## src/rtl/alu_pkg.sv

```systemverilog
// alu_pkg: shared state, command, INP_VALID and flag-index definitions for the ALU sequencer
package alu_pkg;
  typedef enum logic [2:0] {S_IDLE, S_ISSUE_A, S_GAP, S_ISSUE_B, S_WAIT, S_HOLD} seq_state_e;
  localparam int CMD_MUL_INC = 9;
  localparam int CMD_MUL_SHL = 10;
  localparam logic [1:0] IV_NONE = 2'b00;
  localparam logic [1:0] IV_A    = 2'b01;
  localparam logic [1:0] IV_B    = 2'b10;
  localparam logic [1:0] IV_AB   = 2'b11;
  localparam int FLAG_E     = 0;
  localparam int FLAG_L     = 1;
  localparam int FLAG_G     = 2;
  localparam int FLAG_COUT  = 3;
  localparam int FLAG_OFLOW = 4;
  localparam int FLAG_ERR   = 5;
  localparam int TIMER_W    = 4;
endpackage

```

## src/rtl/alu_seq_timer.sv

```systemverilog
// alu_seq_timer: loadable down-counter whose done output is high while it reads 1
module alu_seq_timer #(
  parameter int W = 4
) (
  input  logic         clk,
  input  logic         rst,
  input  logic         load,
  input  logic [W-1:0] val,
  output logic         done
);
  logic [W-1:0] cnt;
  always_ff @(posedge clk)
    if (rst) cnt <= '0;
    else if (load) cnt <= val;
    else if (cnt != '0) cnt <= cnt - 1'b1;
  assign done = cnt == W'(1);
endmodule

```

## src/rtl/alu_op_sequencer.sv

```systemverilog
// alu_op_sequencer: drives ALU pins from valid/ready requests and returns RES/flags after a command-dependent latency; ALU_SEQ_STATS_EN adds issue/error counters
module alu_op_sequencer
  import alu_pkg::*;
#(
  parameter int WIDTH     = 8,
  parameter int CMD_W     = 4,
  parameter int ARITH_LAT = 1,
  parameter int MUL_LAT   = 2,
  parameter int MAX_GAP   = 15
) (
  input  logic               CLK,
  input  logic               RST,
  input  logic               REQ_VALID,
  output logic               REQ_READY,
  input  logic [WIDTH-1:0]   REQ_OPA,
  input  logic [WIDTH-1:0]   REQ_OPB,
  input  logic [CMD_W-1:0]   REQ_CMD,
  input  logic               REQ_MODE,
  input  logic               REQ_CIN,
  input  logic               REQ_SPLIT,
  input  logic [3:0]         REQ_GAP,
  output logic [WIDTH-1:0]   OPA,
  output logic [WIDTH-1:0]   OPB,
  output logic [CMD_W-1:0]   CMD,
  output logic               MODE,
  output logic               CIN,
  output logic               CE,
  output logic [1:0]         INP_VALID,
  input  logic [2*WIDTH-1:0] RES,
  input  logic               COUT,
  input  logic               OFLOW,
  input  logic               G,
  input  logic               L,
  input  logic               E,
  input  logic               ERR,
  output logic               RSP_VALID,
  input  logic               RSP_READY,
  output logic [2*WIDTH-1:0] RSP_RES,
  output logic [5:0]         RSP_FLAGS,
  output logic [15:0]        STAT_ISSUED,
  output logic [15:0]        STAT_ERR
);
  seq_state_e state, state_d;
  logic [WIDTH-1:0] opa_d, opb_d, opb_hold, opb_hold_d;
  logic [CMD_W-1:0] cmd_d;
  logic [TIMER_W-1:0] gap_q, gap_d, lat_val;
  logic [2*WIDTH-1:0] rsp_res_d;
  logic [5:0] cap_flags, rsp_flags_d;
  logic [1:0] iv_d;
  logic mode_d, cin_d, ce_d, req_ready_d, rsp_valid_d;
  logic gap_load, lat_load, gap_done, lat_done, is_mul;
  assign is_mul = MODE && (CMD == CMD_W'(CMD_MUL_INC) || CMD == CMD_W'(CMD_MUL_SHL));
  assign lat_val = is_mul ? TIMER_W'(MUL_LAT) : TIMER_W'(ARITH_LAT);
  alu_seq_timer #(.W(TIMER_W)) u_gap (.clk(CLK), .rst(RST), .load(gap_load), .val(gap_q), .done(gap_done));
  alu_seq_timer #(.W(TIMER_W)) u_lat (.clk(CLK), .rst(RST), .load(lat_load), .val(lat_val), .done(lat_done));
  always_comb begin
    cap_flags = '0;
    cap_flags[FLAG_E] = E;
    cap_flags[FLAG_L] = L;
    cap_flags[FLAG_G] = G;
    cap_flags[FLAG_COUT] = COUT;
    cap_flags[FLAG_OFLOW] = OFLOW;
    cap_flags[FLAG_ERR] = ERR;
  end
  always_comb begin
    state_d = state;
    req_ready_d = REQ_READY;
    opa_d = OPA;
    opb_d = OPB;
    opb_hold_d = opb_hold;
    cmd_d = CMD;
    mode_d = MODE;
    cin_d = CIN;
    ce_d = CE;
    iv_d = IV_NONE;
    rsp_valid_d = RSP_VALID;
    rsp_res_d = RSP_RES;
    rsp_flags_d = RSP_FLAGS;
    gap_d = gap_q;
    gap_load = 1'b0;
    lat_load = 1'b0;
    case (state)
      S_IDLE: if (REQ_VALID) begin
        state_d = REQ_SPLIT ? S_ISSUE_A : S_ISSUE_B;
        req_ready_d = 1'b0;
        ce_d = 1'b1;
        iv_d = REQ_SPLIT ? IV_A : IV_AB;
        opa_d = REQ_OPA;
        opb_d = REQ_SPLIT ? '0 : REQ_OPB;
        opb_hold_d = REQ_OPB;
        cmd_d = REQ_CMD;
        mode_d = REQ_MODE;
        cin_d = REQ_CIN;
        gap_d = REQ_GAP > TIMER_W'(MAX_GAP) ? TIMER_W'(MAX_GAP) : REQ_GAP;
      end
      S_ISSUE_A: begin
        gap_load = 1'b1;
        state_d = gap_q == '0 ? S_ISSUE_B : S_GAP;
      end
      S_GAP: state_d = gap_done ? S_ISSUE_B : S_GAP;
      S_ISSUE_B: begin
        lat_load = 1'b1;
        state_d = S_WAIT;
      end
      S_WAIT: if (lat_done) begin
        state_d = S_HOLD;
        ce_d = 1'b0;
        rsp_valid_d = 1'b1;
        rsp_res_d = RES;
        rsp_flags_d = cap_flags;
      end
      S_HOLD: if (RSP_READY) begin
        state_d = S_IDLE;
        rsp_valid_d = 1'b0;
        req_ready_d = 1'b1;
      end
      default: state_d = S_IDLE;
    endcase
    if ((state == S_ISSUE_A || state == S_GAP) && state_d == S_ISSUE_B) begin
      iv_d = IV_B;
      opb_d = opb_hold;
    end
  end
  always_ff @(posedge CLK)
    if (RST) begin
      state <= S_IDLE;
      REQ_READY <= 1'b1;
      OPA <= '0;
      OPB <= '0;
      CMD <= '0;
      MODE <= 1'b0;
      CIN <= 1'b0;
      CE <= 1'b0;
      INP_VALID <= IV_NONE;
      RSP_VALID <= 1'b0;
      RSP_RES <= '0;
      RSP_FLAGS <= '0;
      opb_hold <= '0;
      gap_q <= '0;
    end else begin
      state <= state_d;
      REQ_READY <= req_ready_d;
      OPA <= opa_d;
      OPB <= opb_d;
      CMD <= cmd_d;
      MODE <= mode_d;
      CIN <= cin_d;
      CE <= ce_d;
      INP_VALID <= iv_d;
      RSP_VALID <= rsp_valid_d;
      RSP_RES <= rsp_res_d;
      RSP_FLAGS <= rsp_flags_d;
      opb_hold <= opb_hold_d;
      gap_q <= gap_d;
    end
`ifdef ALU_SEQ_STATS_EN
  always_ff @(posedge CLK)
    if (RST) begin
      STAT_ISSUED <= '0;
      STAT_ERR <= '0;
    end else begin
      if (state == S_ISSUE_B && STAT_ISSUED != 16'hFFFF) STAT_ISSUED <= STAT_ISSUED + 16'd1;
      if (state == S_WAIT && lat_done && ERR && STAT_ERR != 16'hFFFF) STAT_ERR <= STAT_ERR + 16'd1;
    end
`else
  assign STAT_ISSUED = '0;
  assign STAT_ERR = '0;
`endif
endmodule
```

## config.mk

```make
export PLATFORM = sky130hd
export DESIGN_NAME = alu_op_sequencer
export DESIGN_NICKNAME = d
export VERILOG_FILES = /design/src/rtl/alu_pkg.sv /design/src/rtl/alu_seq_timer.sv /design/src/rtl/alu_op_sequencer.sv
export SDC_FILE = /design/constraint.sdc
export NUM_CORES = 1
export LEC_CHECK = 0
export BUFFER_PORTS_ARGS = -buffer_cell sky130_fd_sc_hd__buf_2
export CAP_MARGIN = 40
export CORE_ASPECT_RATIO = 1.1
export CORE_MARGIN = 2
export CORE_UTILIZATION = 46
export DETAILED_ROUTE_END_ITERATION = 10
export GPL_ROUTABILITY_DRIVEN = 0
export HOLD_SLACK_MARGIN = 0.06
export PLACE_DENSITY = 0.76
export SYNTH_ARGS = -nofsm -noshare
export SYNTH_HDL_FRONTEND = slang
export SYNTH_SLANG_ARGS = --single-unit
```

## constraint.sdc

```tcl
create_clock -name CLK -period 2.3 [get_ports CLK]
set_input_delay 0.46 -clock CLK [delete_from_list [all_inputs] [get_ports CLK]]
set_output_delay 0.46 -clock CLK [all_outputs]
set_load 0.02 [all_outputs]
```

After elaboration in Yosys (flattened, before gate mapping)

Cells that the tools add are included.

Add/sub/neg operators: 2
Multiply operators: 0
Divide/modulo/power cells: 0
Order comparisons: 1
Equal/unequal tests: 13
Shift operators: 0
Mux-type cells: 32
Bitwise logic cells: 2
Reductions and logical operators: 22

Operators with widths:

| kind                | number |
|---|---|
| $mux 8              | 4 |
| $mux 4              | 5 |
| $pmux 3 s6          | 1 |
| $reduce_bool 2->1   | 7 |
| $mux 2              | 6 |
| $mux 1              | 10 |
| $eq 3x2->1 const B  | 3 |
| $mux 3              | 3 |
| $reduce_and 3->1    | 3 |
| $eq 4x1->1 const B  | 2 |
| $eq 4x4->1 const B  | 2 |
| $reduce_bool 4->1   | 2 |
| $sub 4x1->4 const B | 2 |
| $eq 3x3->1 const B  | 2 |
| $ne 2x2->1 const B  | 3 |
| $pmux 1 s2          | 3 |
| $reduce_and 2->1    | 3 |
| $gt 4x4->1 const B  | 1 |
| $logic_not 4->1     | 1 |
| $reduce_or 4->1     | 1 |
| $eq 3x1->1 const B  | 1 |
| $logic_not 3->1     | 1 |
| $logic_and 1x1->1   | 2 |
| $logic_or 1x1->1    | 2 |
| $not 1->1           | 2 |

Flip-flop bits (word level): 72
Latch bits: 0
RAM bits: 0
Memory bits (read-only): 0
Input port bits: 53
Output and inout port bits: 81
Memories: 0

Longest topological paths before layout

Depth in word-level cells: 7
Gate-level depth with buffers: 7
Mapped depth without buffers: 6

Hierarchy

Synthesis repeated with hierarchy kept, for this count alone.

Cell total of the unflattened synthesis: 386
Area total of the unflattened synthesis: 3181.8 sq um

By module, submodules not included:

| module           | times used | cells an instance | area each (sq um) |
|---|---|---|---|
| alu_op_sequencer | 1          | 332               | 2688.8 |
| alu_seq_timer    | 2          | 27                | 246.5 |

Least setup slack after synthesis

No wires, ideal clock.

Path kind: reg-to-reg
From: register u_gap.cnt[1]
To: register OPB[4]
Arrival time: 1.611 ns
Slack: 0.604 ns
Stages on the path, launching flop included: 8
Buffers on the path: 1
Clock period less this slack: 1.696 ns
Cells stage by stage: dfxtp_1 inv_1 ha_1 nor4b_1 a22oi_1 clkbuf_1 nor2_1 a211oi_1

Word-level cells in the longest chain between the ends: 7
Elaborated cells between the ends (all ways): 9

Ends and longest elaborated chain:

| item                        | line                    | text |
|---|---|---|
| from (decl)                 | alu_seq_timer.sv:11     | `logic [W-1:0] cnt;` |
| from (signal assigned)      | alu_seq_timer.sv:14     | `else if (load) cnt <= val;` |
| from (signal assigned)      | alu_seq_timer.sv:15     | `else if (cnt != '0) cnt <= cnt - 1'b1;` |
| $eq 4x1->1 (*)              | alu_seq_timer.sv:16     | `assign done = cnt == W'(1);` |
| $mux 1 (*)                  | alu_op_sequencer.sv:100 | `S_GAP: state_d = gap_done ? S_ISSUE_B : S_GAP;` |
| $pmux 3 s6 (*)              | alu_op_sequencer.sv:82  | `case (state)` |
| $eq 3x2->1 (*)              | alu_op_sequencer.sv:119 | `if ((state == S_ISSUE_A \|\| state == S_GAP) && state_d == S_ISSUE_B) begin` |
| $logic_and 1x1->1 (*)       | alu_op_sequencer.sv:119 |  |
| $reduce_bool 2->1 (no line) | -                       |  |
| $reduce_and 2->1 (no line)  | -                       |  |
| to (signal assigned)        | alu_op_sequencer.sv:144 | `OPB <= opb_d;` |
| to (decl)                   | alu_op_sequencer.sv:23  | `output logic [WIDTH-1:0] OPB,` |

Every way passes the cells marked *; elsewhere a longest branch is shown, timed or not.
A chain may end at the register's enable or synchronous reset.

Worst setup path in the final report

From: register state[0]
To: register OPB[3]

Word-level cells in the longest chain between the ends: 6
Elaborated cells between the ends (all ways): 17

Ends and longest elaborated chain:

| item                               | line                    | text |
|---|---|---|
| from (decl)                        | alu_op_sequencer.sv:43  | `seq_state_e state, state_d;` |
| from (signal assigned)             | alu_op_sequencer.sv:141 | `state <= state_d;` |
| $eq 3x3->1 (tied with other cells) | alu_op_sequencer.sv:82  |  |
| $pmux 3 s6                         | alu_op_sequencer.sv:82  |  |
| $eq 3x2->1                         | alu_op_sequencer.sv:119 |  |
| $logic_and 1x1->1                  | alu_op_sequencer.sv:119 |  |
| $reduce_bool 2->1 (no line)        | -                       |  |
| $reduce_and 2->1 (no line)         | -                       |  |

Several ways; a longest one is shown, not always the timed one.

==> reports/results.ini <==
[run_status]
outcome = complete, no violations

[clock_tree]
clkLatencyLatePin_ns = 0.34
cts_tree = yes
cts_hold_buf = 0
cts_setup_buffers = 0
clk_pin_slew_ns = 0.08
cts_buffer_depth = 2
cts.htree.levels = 3
cts_resized = 0
cts_sinks = 72
clock-root-buffer = clkbuf_8
cts_buffers = 9

[placed_design]
dp_hpwl_um = 4660
port_buffers = 101
dpl.cell_count = 544

[synthesis]
ys_types = 35
ys_ff_latch = 72
async_flop_share = 0
synthesis.area_um2 = 3120
yosysWarnings = 0
yosysSeqAreaShare = 0.462
syn_avg_cell_area_um2 = 8.22
synth_top_cell_by_area = dfxtp_1
synth_top_area_share = 0.462
netlist_top_cells_count = 105 x nand2_1, 72 x dfxtp_1, 60 x a21oi_1
synth_enable_flop_cells = 0
syn_inst = 380
synth_flop_cell = dfxtp_1
synthTopCellsByArea = dfxtp_1 46%, nand2_1 13%, a21oi_1 9.6%
yosysMostFrequentCell = nand2_1

[timing]
slew_violations = 0
period_share = 0.836
clock_skew_ns = 0.00822
slew_headroom = 0.665
rsz0062_at_grt = false
worst_slew_pin_slew_ns = 0.501
min_period_ns = 1.92
hold_viol_final = 0
fmax_mhz = 520
setup_viol = 0
setup_tns_ns = 0

[route]
wl_met2_um = 3160
wl_met1_um = 2870
wl_met3_um = 612
drc = 0
routed_wl_um = 6730
dr.max_layer_used = met4
drt_iter0_markers = 70
wire_per_inst_um = 12.0
num_vias = 2672
drt_pass1_iterations = 4
final_antenna_net_count = 0
routed_via_density = 4.77

[worst_setup_path]
rr_endpoint = OPB[3]
cp_slowest_stage_delay_ns = 0.81
crit_required_ns = 2.56
cp_data_arrival_time_ns = 2.18
cp.buffers_inverters = 0
slowest_stage = or4b_4
cp-end-kind = flip-flop
critPathMaxFanout = 35
r2r_start = state[0]
critPathTopFamily = simple AND/OR/NAND/NOR gates
worstPathCellList = or4b_4, nor3b_1, a21oi_1, a211oi_1
worstSetupPathType = flip-flop to flip-flop
r2r_setup_slack_ns = 0.38
rr_worst_depth = 4
start_kind = flip-flop

[cells_and_area]
layout.nets = 531
final_cells = 560
area_growth_pct = 20.5
drive_gt1_frac = 0.272
fill_cells = 630
antenna_cells = 0

[floorplanning]
fp.dieH_um = 90.4
dieWidth_um = 82.5
fp-row-count = 31
initial_core_util = 0.473
io_pins = 134
dieArea_um2 = 7460
core_um2 = 6590

[grt]
antenna_found_initial = 0
grt_overflow = 0
grt_pass1_wl_um = 10800
grt.total_usage = 0.184
grt_max_degree = 36
grt_pass1_vias = 2432

[worst_hold_path]
min_path_type = primary input to flip-flop
min_to = RSP_RES[11]
whs_path_depth = 3
holdCritStartpoint = RES[11]

[power]
p_per_area_nw_per_um2 = 980
p_leak_nw = 1.70
irDropWorstVdd_mv = 0.566

[flow_run]
maxCapViolCount = 0

==> sequential cells by signal, indices dropped and copies added, names as in the netlist, 2 cells and up <==
| register | count |
|---|---|
| CMD | 4 |
| OPB | 8 |
| opb_hold | 8 |
| u_gap.cnt | 4 |
| u_lat.cnt | 4 |
| gap_q | 4 |
| RSP_RES | 16 |
| state | 3 |
| RSP_FLAGS | 6 |
| OPA | 8 |
| INP_VALID | 2 |
==> routing by layer <==
layer | track usage | vias to the layer above
met5 | 0 | -
met4 | 0.0833 | 0
met3 | 0.0440 | 8
met2 | 0.312 | 102
met1 | 0.214 | 1192
li1 | - | 1370
==> per-stage QoR <==
step	power, mW	area (um^2)	setup WS (ns)	util	hold slack, ns
2_1_floorplan	2.40	3240	0.604	-	0.437
3_3_place_gp	2.58	3540	0.456	0.537	0.432
3_5_place_dp	2.62	3540	0.366	0.537	0.442
4_1_cts	3.72	3760	0.370	0.570	0.334
5_1_grt	3.94	3760	0.195	0.570	0.339
6_report	3.68	3760	0.377	0.570	0.348
==> tightest hold or removal path: stages <==
cell and delay (ns):
buf_2 0.09, nand2_1 0.04, a21oi_1 0.05
==> worst max-delay path by stage <==
stage            startpoint  endpoint  cells after the start
6_report           state[0]    OPB[3]                      4
4_1_cts            state[0]    OPB[4]                      4
2_1_floorplan  u_gap.cnt[1]    OPB[4]                      7
3_5_place_dp      REQ_VALID    OPB[3]                      5
3_3_place_gp      REQ_VALID    OPB[3]                      5
5_1_grt            state[0]    OPB[7]                      4
==> cells by family (layout without fill, tap and decap cells) <==
group                    count (synthesis)  count (layout)  share of synthesized area
AND/OR/NAND/NOR                        154             154                      0.225
AO/OA/AOI/OAI                           75              75                      0.133
flip-flops                              72              72                      0.462
buffers and inverters                   61             128                      0.122
multiplexers                             7               7                     0.0228
adder cells (fa/ha/maj)                  5               5                     0.0200
XOR/XNOR                                 5               5                     0.0140
other                                    1              32                    0.00120
==> final cells by class <==
cell class	instances	area, um^2	area share
Clock buffer	10	128	0.0339
Inverter	4	15.0	0.00399
Tap cell	82	103	0.0273
Clock inverter	6	92.6	0.0246
Multi-Input combinational cell	278	1420	0.379
Timing Repair Buffer	108	558	0.148
Sequential cell	72	1440	0.383
==> report_power, final <==
part	internal, mW	switching [mW]	total (mW)
Combinational	0.436	0.610	1.05
Clock	0.616	0.474	1.09
Sequential	1.41	0.133	1.55
Total	2.47	1.22	3.68
==> layout by cell type (no fill, tap or decap), types with 6 or more instances in the layout <==
master and n:
clkbuf_8 9, nand2_1 105, buf_2 101, buf_4 7, conb_1 32, dfxtp_1 72, mux2i_1 6, nor3b_1 8
nor2_1 19, a211oi_1 8, a21oi_1 60
Power figures use the tool's default switching activity.
